==> src/rtl/pipe_sub_cla.sv <==
// ============================================================================
// Module      : pipe_sub_cla
// Description : Multi-cycle subtractor; one GROUP-bit carry-lookahead slice
//               per clock, chained through a 1-bit carry register.
// Revision    : 1.0 - initial release
// ============================================================================
`default_nettype none

module pipe_sub_cla #(
    parameter int WIDTH = 16,
    parameter int GROUP = 4
) (
    input  logic             clk,
    input  logic             rst_n,
    input  logic             start,
    input  logic [WIDTH-1:0] a,
    input  logic [WIDTH-1:0] b,
    output logic             ready,
    output logic             done,
    output logic [WIDTH-1:0] diff,
    output logic             borrow,
    output logic             ovf,
    output logic             zero
);

    localparam int N     = WIDTH / GROUP;
    localparam int CNT_W = (N > 1) ? $clog2(N) : 1;
    localparam int MSB   = WIDTH - 1;

    localparam logic [1:0] S_IDLE = 2'd0;
    localparam logic [1:0] S_RUN  = 2'd1;
    localparam logic [1:0] S_DONE = 2'd2;

    logic [1:0]       state_q, state_d;
    logic [WIDTH-1:0] a_q, a_d, b_q, b_d, diff_q, diff_d;
    logic [CNT_W-1:0] cnt_q, cnt_d;
    logic             carry_q, carry_d;
    logic             borrow_q, borrow_d, ovf_q, ovf_d, zero_q, zero_d;

    logic [GROUP-1:0] grp_a, grp_b, grp_p, grp_g, grp_sum;
    logic [GROUP:0]   grp_c;
    logic             last_grp;

    // Carry into bit i+1 as a single sum-of-products over the group's p/g terms.
    function automatic logic lookahead(input logic [GROUP-1:0] p, input logic [GROUP-1:0] g,
                                       input logic cin, input int i);
        logic acc, prod;
        acc = 1'b0;
        for (int j = 0; j <= i; j++) begin
            prod = g[j];
            for (int m = j + 1; m <= i; m++) prod = prod & p[m];
            acc = acc | prod;
        end
        prod = cin;
        for (int m = 0; m <= i; m++) prod = prod & p[m];
        return acc | prod;
    endfunction

    always_comb begin
        grp_a = '0;
        grp_b = '0;
        for (int k = 0; k < N; k++) begin
            if (cnt_q == CNT_W'(k)) begin
                grp_a = a_q[k*GROUP +: GROUP];
                grp_b = b_q[k*GROUP +: GROUP];
            end
        end
    end

    // Subtraction as a + ~b + 1: the +1 enters as the initial carry.
    always_comb begin
        grp_p    = grp_a ^ ~grp_b;
        grp_g    = grp_a & ~grp_b;
        grp_c    = '0;
        grp_c[0] = carry_q;
        for (int i = 0; i < GROUP; i++) begin
            grp_c[i+1] = lookahead(grp_p, grp_g, carry_q, i);
        end
        grp_sum  = grp_p ^ grp_c[GROUP-1:0];
        last_grp = (cnt_q == CNT_W'(N - 1));
    end

    always_ff @(posedge clk or negedge rst_n) begin
        if (!rst_n) state_q <= S_IDLE;
        else        state_q <= state_d;
    end

    always_comb begin
        state_d = state_q;
        case (state_q)
            S_IDLE:  if (start) state_d = S_RUN;
            S_RUN:   if (last_grp) state_d = S_DONE;
            S_DONE:  state_d = S_IDLE;
            default: state_d = S_IDLE;
        endcase
    end

    always_comb begin
        ready = (state_q == S_IDLE);
        done  = (state_q == S_DONE);
    end

    always_comb begin
        a_d      = a_q;
        b_d      = b_q;
        diff_d   = diff_q;
        cnt_d    = cnt_q;
        carry_d  = carry_q;
        borrow_d = borrow_q;
        ovf_d    = ovf_q;
        zero_d   = zero_q;
        case (state_q)
            S_IDLE: begin
                if (start) begin
                    a_d     = a;
                    b_d     = b;
                    cnt_d   = '0;
                    carry_d = 1'b1;
                end
            end
            S_RUN: begin
                for (int k = 0; k < N; k++) begin
                    if (cnt_q == CNT_W'(k)) diff_d[k*GROUP +: GROUP] = grp_sum;
                end
                carry_d = grp_c[GROUP];
                cnt_d   = cnt_q + CNT_W'(1);
                if (last_grp) begin
                    cnt_d    = '0;
                    borrow_d = ~grp_c[GROUP];
                    ovf_d    = (a_q[MSB] ^ b_q[MSB]) & (diff_d[MSB] ^ a_q[MSB]);
                    zero_d   = (diff_d == '0);
                end
            end
            default: ;
        endcase
    end

    always_ff @(posedge clk or negedge rst_n) begin
        if (!rst_n) begin
            a_q      <= '0;
            b_q      <= '0;
            diff_q   <= '0;
            cnt_q    <= '0;
            carry_q  <= 1'b1;
            borrow_q <= 1'b0;
            ovf_q    <= 1'b0;
            zero_q   <= 1'b0;
        end else begin
            a_q      <= a_d;
            b_q      <= b_d;
            diff_q   <= diff_d;
            cnt_q    <= cnt_d;
            carry_q  <= carry_d;
            borrow_q <= borrow_d;
            ovf_q    <= ovf_d;
            zero_q   <= zero_d;
        end
    end

    assign diff   = diff_q;
    assign borrow = borrow_q;
    assign ovf    = ovf_q;
    assign zero   = zero_q;

endmodule

`default_nettype wire

==> config.mk <==
export PLATFORM = sky130hd
export DESIGN_NAME = pipe_sub_cla
export DESIGN_NICKNAME = d
export VERILOG_FILES = /design/src/rtl/pipe_sub_cla.sv
export SDC_FILE = /design/constraint.sdc
export NUM_CORES = 1
export LEC_CHECK = 0
export CORE_ASPECT_RATIO = 0.6
export CORE_MARGIN = 10
export CORE_UTILIZATION = 45
export CTS_CLUSTER_SIZE = 24
export DETAILED_ROUTE_END_ITERATION = 8
export PLACE_DENSITY = 0.72
export SYNTH_ARGS = -nofsm -noshare
export SYNTH_HDL_FRONTEND = slang
export SYNTH_SLANG_ARGS = --single-unit
==> constraint.sdc <==
create_clock -name clk -period 3.4 [get_ports clk]
set_input_delay 1.02 -clock clk [delete_from_list [all_inputs] [get_ports clk]]
set_output_delay 1.02 -clock clk [all_outputs]
set_load 0.01 [all_outputs]
# Yosys cells after proc, flatten, opt, wreduce, memory -nomap -nowiden
# Index checks and enable logic that the tools add are counted.
[classes]
addsub = 1
eq_ne = 7
mux = 24
bitwise = 28
n_reduce_logical = 8
[ops]
columns = ["cell", "n"]
rows = [
  ["two-way mux 4 bit", 16],
  ["logical NOT 16 bit", 1],
  ["bitwise AND 1 bit", 11],
  ["bitwise OR 1 bit", 10],
  ["two-way mux 2 bit", 4],
  ["one-hot mux 2 bit (2 select lines)", 2],
  ["AND reduction 2 bit", 4],
  ["XOR 4 bit", 2],
  ["equality test 2 bit, second input constant", 3],
  ["bitwise AND 4 bit", 1],
  ["equality test 2 x 1 -> 1 bit, second input constant", 2],
  ["logical NOT 2 bit", 2],
  ["!= test 2 bit, second input constant", 2],
  ["NOT 4 bit", 1],
  ["adder 2 x 1 -> 2 bit, second input constant", 1],
  ["one-hot mux 1 bit (2 select lines)", 1],
  ["nonzero test 2 bit", 1],
  ["XOR 1 bit", 2],
  ["two-way mux 1 bit", 1],
  ["NOT 1 bit", 1],
]
[totals]
register_bits = 56
input_bits = 35
out_inout_bits = 21

# Depth between registers and ports, before layout
[logic_depth]
ltp_word = 17
depth_mapped = 13

# Least setup slack after synthesis
# No wires, ideal clock.
[synth_path]
path_type = "register to register"
from = "register cnt_q[0]"
to = "register ovf_q, in the netlist ovf"
setup_ns = 0.082
arrival_time_ns = 2.883
required_time_ns = 3.318
setup_slack_ns = 0.435
stages_incl_launch_ff = 14
synth_period_minus_slack_ns = 2.965
path_cell_list = "dfrtp_1 inv_1 ha_1 nor2b_1 clkbuf_1 a221oi_1 nor3_1 a21o_1 ha_1 ha_1 o211ai_2 a21boi_1 or4b_1 a31oi_1"
[synth_via]
elab_chain_len = 17
[synth_rtl]
columns = ["item", "line", "text"]
rows = [
  ["start, declared", "36", "logic [CNT_W-1:0] cnt_q, cnt_d;"],
  ["start signal, assigned", "152", "cnt_q <= cnt_d;"],
  ["logical NOT 2 bit", "63", "if (cnt_q == CNT_W'(k)) begin"],
  ["two-way mux 4 bit (4 in a row)", "63", ""],
  ["NOT 4 bit", "72, 73", ""],
  ["bitwise AND 4 bit / XOR 4 bit (equally long branches)", "73, 72", ""],
  ["bitwise AND 1 bit (2 in a row)", "51", "for (int m = j + 1; m <= i; m++) prod = prod & p[m];"],
  ["bitwise OR 1 bit (2 in a row)", "52", "acc = acc | prod;"],
  ["bitwise OR 1 bit", "56", "return acc | prod;"],
  ["XOR 4 bit", "79", "grp_sum = grp_p ^ grp_c[GROUP-1:0];"],
  ["two-way mux 4 bit", "123", "if (cnt_q == CNT_W'(k)) diff_d[k*GROUP +: GROUP] = grp_sum;"],
  ["two-way mux 4 bit", "112", "case (state_q)"],
  ["XOR 1 bit", "130", "ovf_d = (a_q[MSB] ^ b_q[MSB]) & (diff_d[MSB] ^ a_q[MSB]);"],
  ["bitwise AND 1 bit", "130", ""],
  ["end signal, assigned", "155", "ovf_q <= ovf_d;"],
  ["end, declared", "38", "logic borrow_q, borrow_d, ovf_q, ovf_d, zero_q, zero_d;"],
]
# Several ways; a longest one is shown, not always the timed one. The select of a mux whose other input is x is not followed.
# A chain may end at the register's enable or synchronous reset.

# Worst setup path after layout
# Same ends and word-level chain as after synthesis.

==> impl_metrics.py <==
metrics = {
    "synthesis": {
        "yosys.area.top_type": "dfrtp_1",
        "ys.flop_type": "dfrtp_1",
        "yosysSeqAreaShare": 0.527,
        "yosysWarnings": 0,
        "synthCells": 233,
        "ys_seq_elements": 56,
        "synthArstFlopShare": 1.00,
        "synth_area_leaders": "dfrtp_1 (52%), mux2_2 (14%), ha_1 (4.2%)",
        "avgSynthCellArea_sq_um": 11.4,
        "ys_types": 40,
        "syn-cell-area_sq_um": 2660,
        "synth_edf_count": 0,
        "syn-num-nets": 278,
        "synth_top_area_frac": 0.517,
    },
    "grt": {
        "antenna_found_initial": 0,
        "grt_max_degree": 57,
        "grt_pass1_wl_mm": 10.1,
        "grt_pass1_vias": 1940,
        "grt-ovfl-total": 0,
        "grt_usage": 0.129,
    },
    "final_layout": {
        "num-nets-final": 337,
        "post-route-util": 0.606,
        "final_cell_mix": "dfrtp_1 (55), clkdlybuf4s50_1 (54), mux2_2 (33)",
        "synthToLayoutAreaGrowth_pct": 28.5,
        "mostFrequentLayoutCell": "dfrtp_1",
        "n_antenna_cell": 0,
        "fillers": 492,
        "drive_gt1_frac": 0.195,
        "regArea_sq_um": 1400,
        "multi_input_area_sq_um": 1180,
    },
    "timing": {
        "rsz0062_at_grt": "no",
        "slew_violations": 0,
        "period_share": 0.933,
        "min_period_ps": 3170,
        "max_freq_mhz": 315,
        "hold_viol_final": 0,
        "setup_violations": 0,
        "tightest_slew_ps": 711,
        "slew_headroom": 0.526,
        "clock_skew_ps": 9.60,
        "fin_setup_tns_ps": 0,
    },
    "placement": {
        "port_buffers": 55,
        "place_congestion": 0.818,
        "hpwl_mm": 4.62,
    },
    "worst_setup_path": {
        "path_max_fanout": 6,
        "path_cells": "inv_1 > ha_1 > nor2b_1 > a221oi_1 > nor3_1 > a21o_1 > ha_1 > ha_1 > o211ai_2 > a21boi_1 > or4b_1 > a31oi_1",
        "end_kind": "flip-flop",
        "cp-start-kind": "flip-flop",
        "crit_path_frequent_cell": "ha_1",
        "cp_slowest_cell": "or4b_1",
        "crit_type": "flip-flop to flip-flop",
        "required_ps": 3640,
        "slowest_delay_ps": 510,
        "cp.arrival_ps": 3410,
    },
    "floorplan": {
        "fp.dieArea_sq_um": 9490,
        "die_w_um": 119,
        "ios": 56,
        "num_rows": 21,
        "start_util": 0.471,
        "coreArea_sq_um": 5650,
        "die_y_um": 79.6,
    },
    "detailed_routing": {
        "postRouteAntennaNets": 0,
        "finalWirelength_mm": 6.06,
        "drc_errors": 0,
        "dr.pass1.iters": 4,
        "vias": 1942,
        "viasPerCell": 5.21,
        "dr.first_iter.drc_count": 57,
        "wl_per_cell_um": 16.3,
    },
    "clock_network": {
        "cts_setup_buffers": 0,
        "ctsResizeCount": 0,
        "cts_tree": "yes",
        "path_clk_slew_ps": 100,
        "cts_root_buffer": "clkbuf_8",
        "cts_hold_buf": 0,
        "clock_path_buffers": 2,
        "h-tree-depth": 2,
        "clock_latency_ps": 310,
        "cts_buffers": 5,
        "cts_sinks": 56,
    },
    "power_and_ir_drop": {
        "p_leak_nw": 1.47,
        "power-per-cell-area_nw_per_um2": 1150,
        "vdd_ir_drop_max_mv": 0.493,
        "finalPower_w": 0.00395,
    },
    "worst_hold_path": {
        "holdCritPathClass": "flip-flop to flip-flop",
    },
    "run": {
        "max_cap_violations": 0,
    },
    "status": {
        "status": "finished, final reports clean",
    },
}
path summary, 6_finish.rpt:
check                                end  cells after the start  startpoint  slack, ps
worst min-delay path            diff[12]                      2    diff[12]        490
worst max register to register       ovf                     12    cnt_q[0]        230
min in group asynchronous        diff[3]                      2       rst_n        810
max in group asynchronous         a_q[9]                      2       rst_n       2090
worst min register to register  diff[12]                      2    diff[12]        490
worst max-delay path                 ovf                     12    cnt_q[0]        230
critical path, delay by kind of cell (launching register included):
kind / cells / cell delay, ps
adders and majority gates: 3 / 760
and+or+nand+nor: 3 / 820
buffers and inverters: 1 / 90
DFF: 1 / 420
AOI/OAI and AO/OA: 5 / 1010
per-layer routing:
| metal | share of wire | track usage | up-vias | wire (um) |
|---|---|---|---|---|
| met4 | 0.0078 | 0.0291 | 0 | 47 |
| met2 | 0.39 | 0.173 | 52 | 2360 |
| li1 | - | - | 953 | - |
| met5 | 0 | 0 | - | 0 |
| met3 | 0.064 | 0.0417 | 7 | 388 |
| met1 | 0.54 | 0.194 | 930 | 3270 |
registers in the layout, indices dropped and copies added (netlist names):
register,cells
a_q,16
b_q,16
diff,16
cnt_q,2
state_q,2
borrow,1
carry_q,1
ovf,1
zero,1
layout make-up:
class | instances | share of cell area
Tap cell | 80 | 0.0293
Clock inverter | 2 | 0.0102
Inverter | 5 | 0.00695
Timing Repair Buffer | 63 | 0.177
Multi-Input combinational cell | 161 | 0.345
Clock buffer | 6 | 0.0212
Sequential cell | 56 | 0.410
per-stage QoR:
step                instance area [sq um]  hold WS (ps)  worst slack (ps)  std cells
floorplan                            2660           481               435        233
global placement                     3310           466               425        365
detailed placement                   3310           470               336        365
CTS                                  3420           493               248        373
global route                         3420           513              79.7        373
finish                               3420           492               229        373
where the power goes:
part	internal [W]	total [W]	switching, W
clock network	0.000219	0.000431	0.000212
logic	0.00109	0.00228	0.00119
registers	0.00101	0.00123	0.000222
synthesized netlist by cell type (3+ instances only):
| cell | number |
|---|---|
| buf_2 | 4 |
| a21o_1 | 4 |
| o31ai_1 | 3 |
| a221oi_1 | 7 |
| o21ai_0 | 20 |
| nor2_1 | 6 |
| dfrtp_1 | 55 |
| nor4_1 | 3 |
| nor3_1 | 7 |
| inv_1 | 4 |
| a21oi_1 | 9 |
| or2_2 | 3 |
| nand2_1 | 27 |
| nor2b_1 | 10 |
| mux2_2 | 33 |
| ha_1 | 9 |
| clkbuf_1 | 6 |
kinds of logic after synthesis:
group	count (synthesis)	share of synthesized area
XOR/XNOR	1	0.00329
multiplexers	33	0.140
AO/OA/AOI/OAI	53	0.128
buffers and inverters	16	0.0291
flip-flops	56	0.527
adder cells (fa/ha/maj)	10	0.0498
AND/OR/NAND/NOR	64	0.123
(Power assumes the default switching activity.)
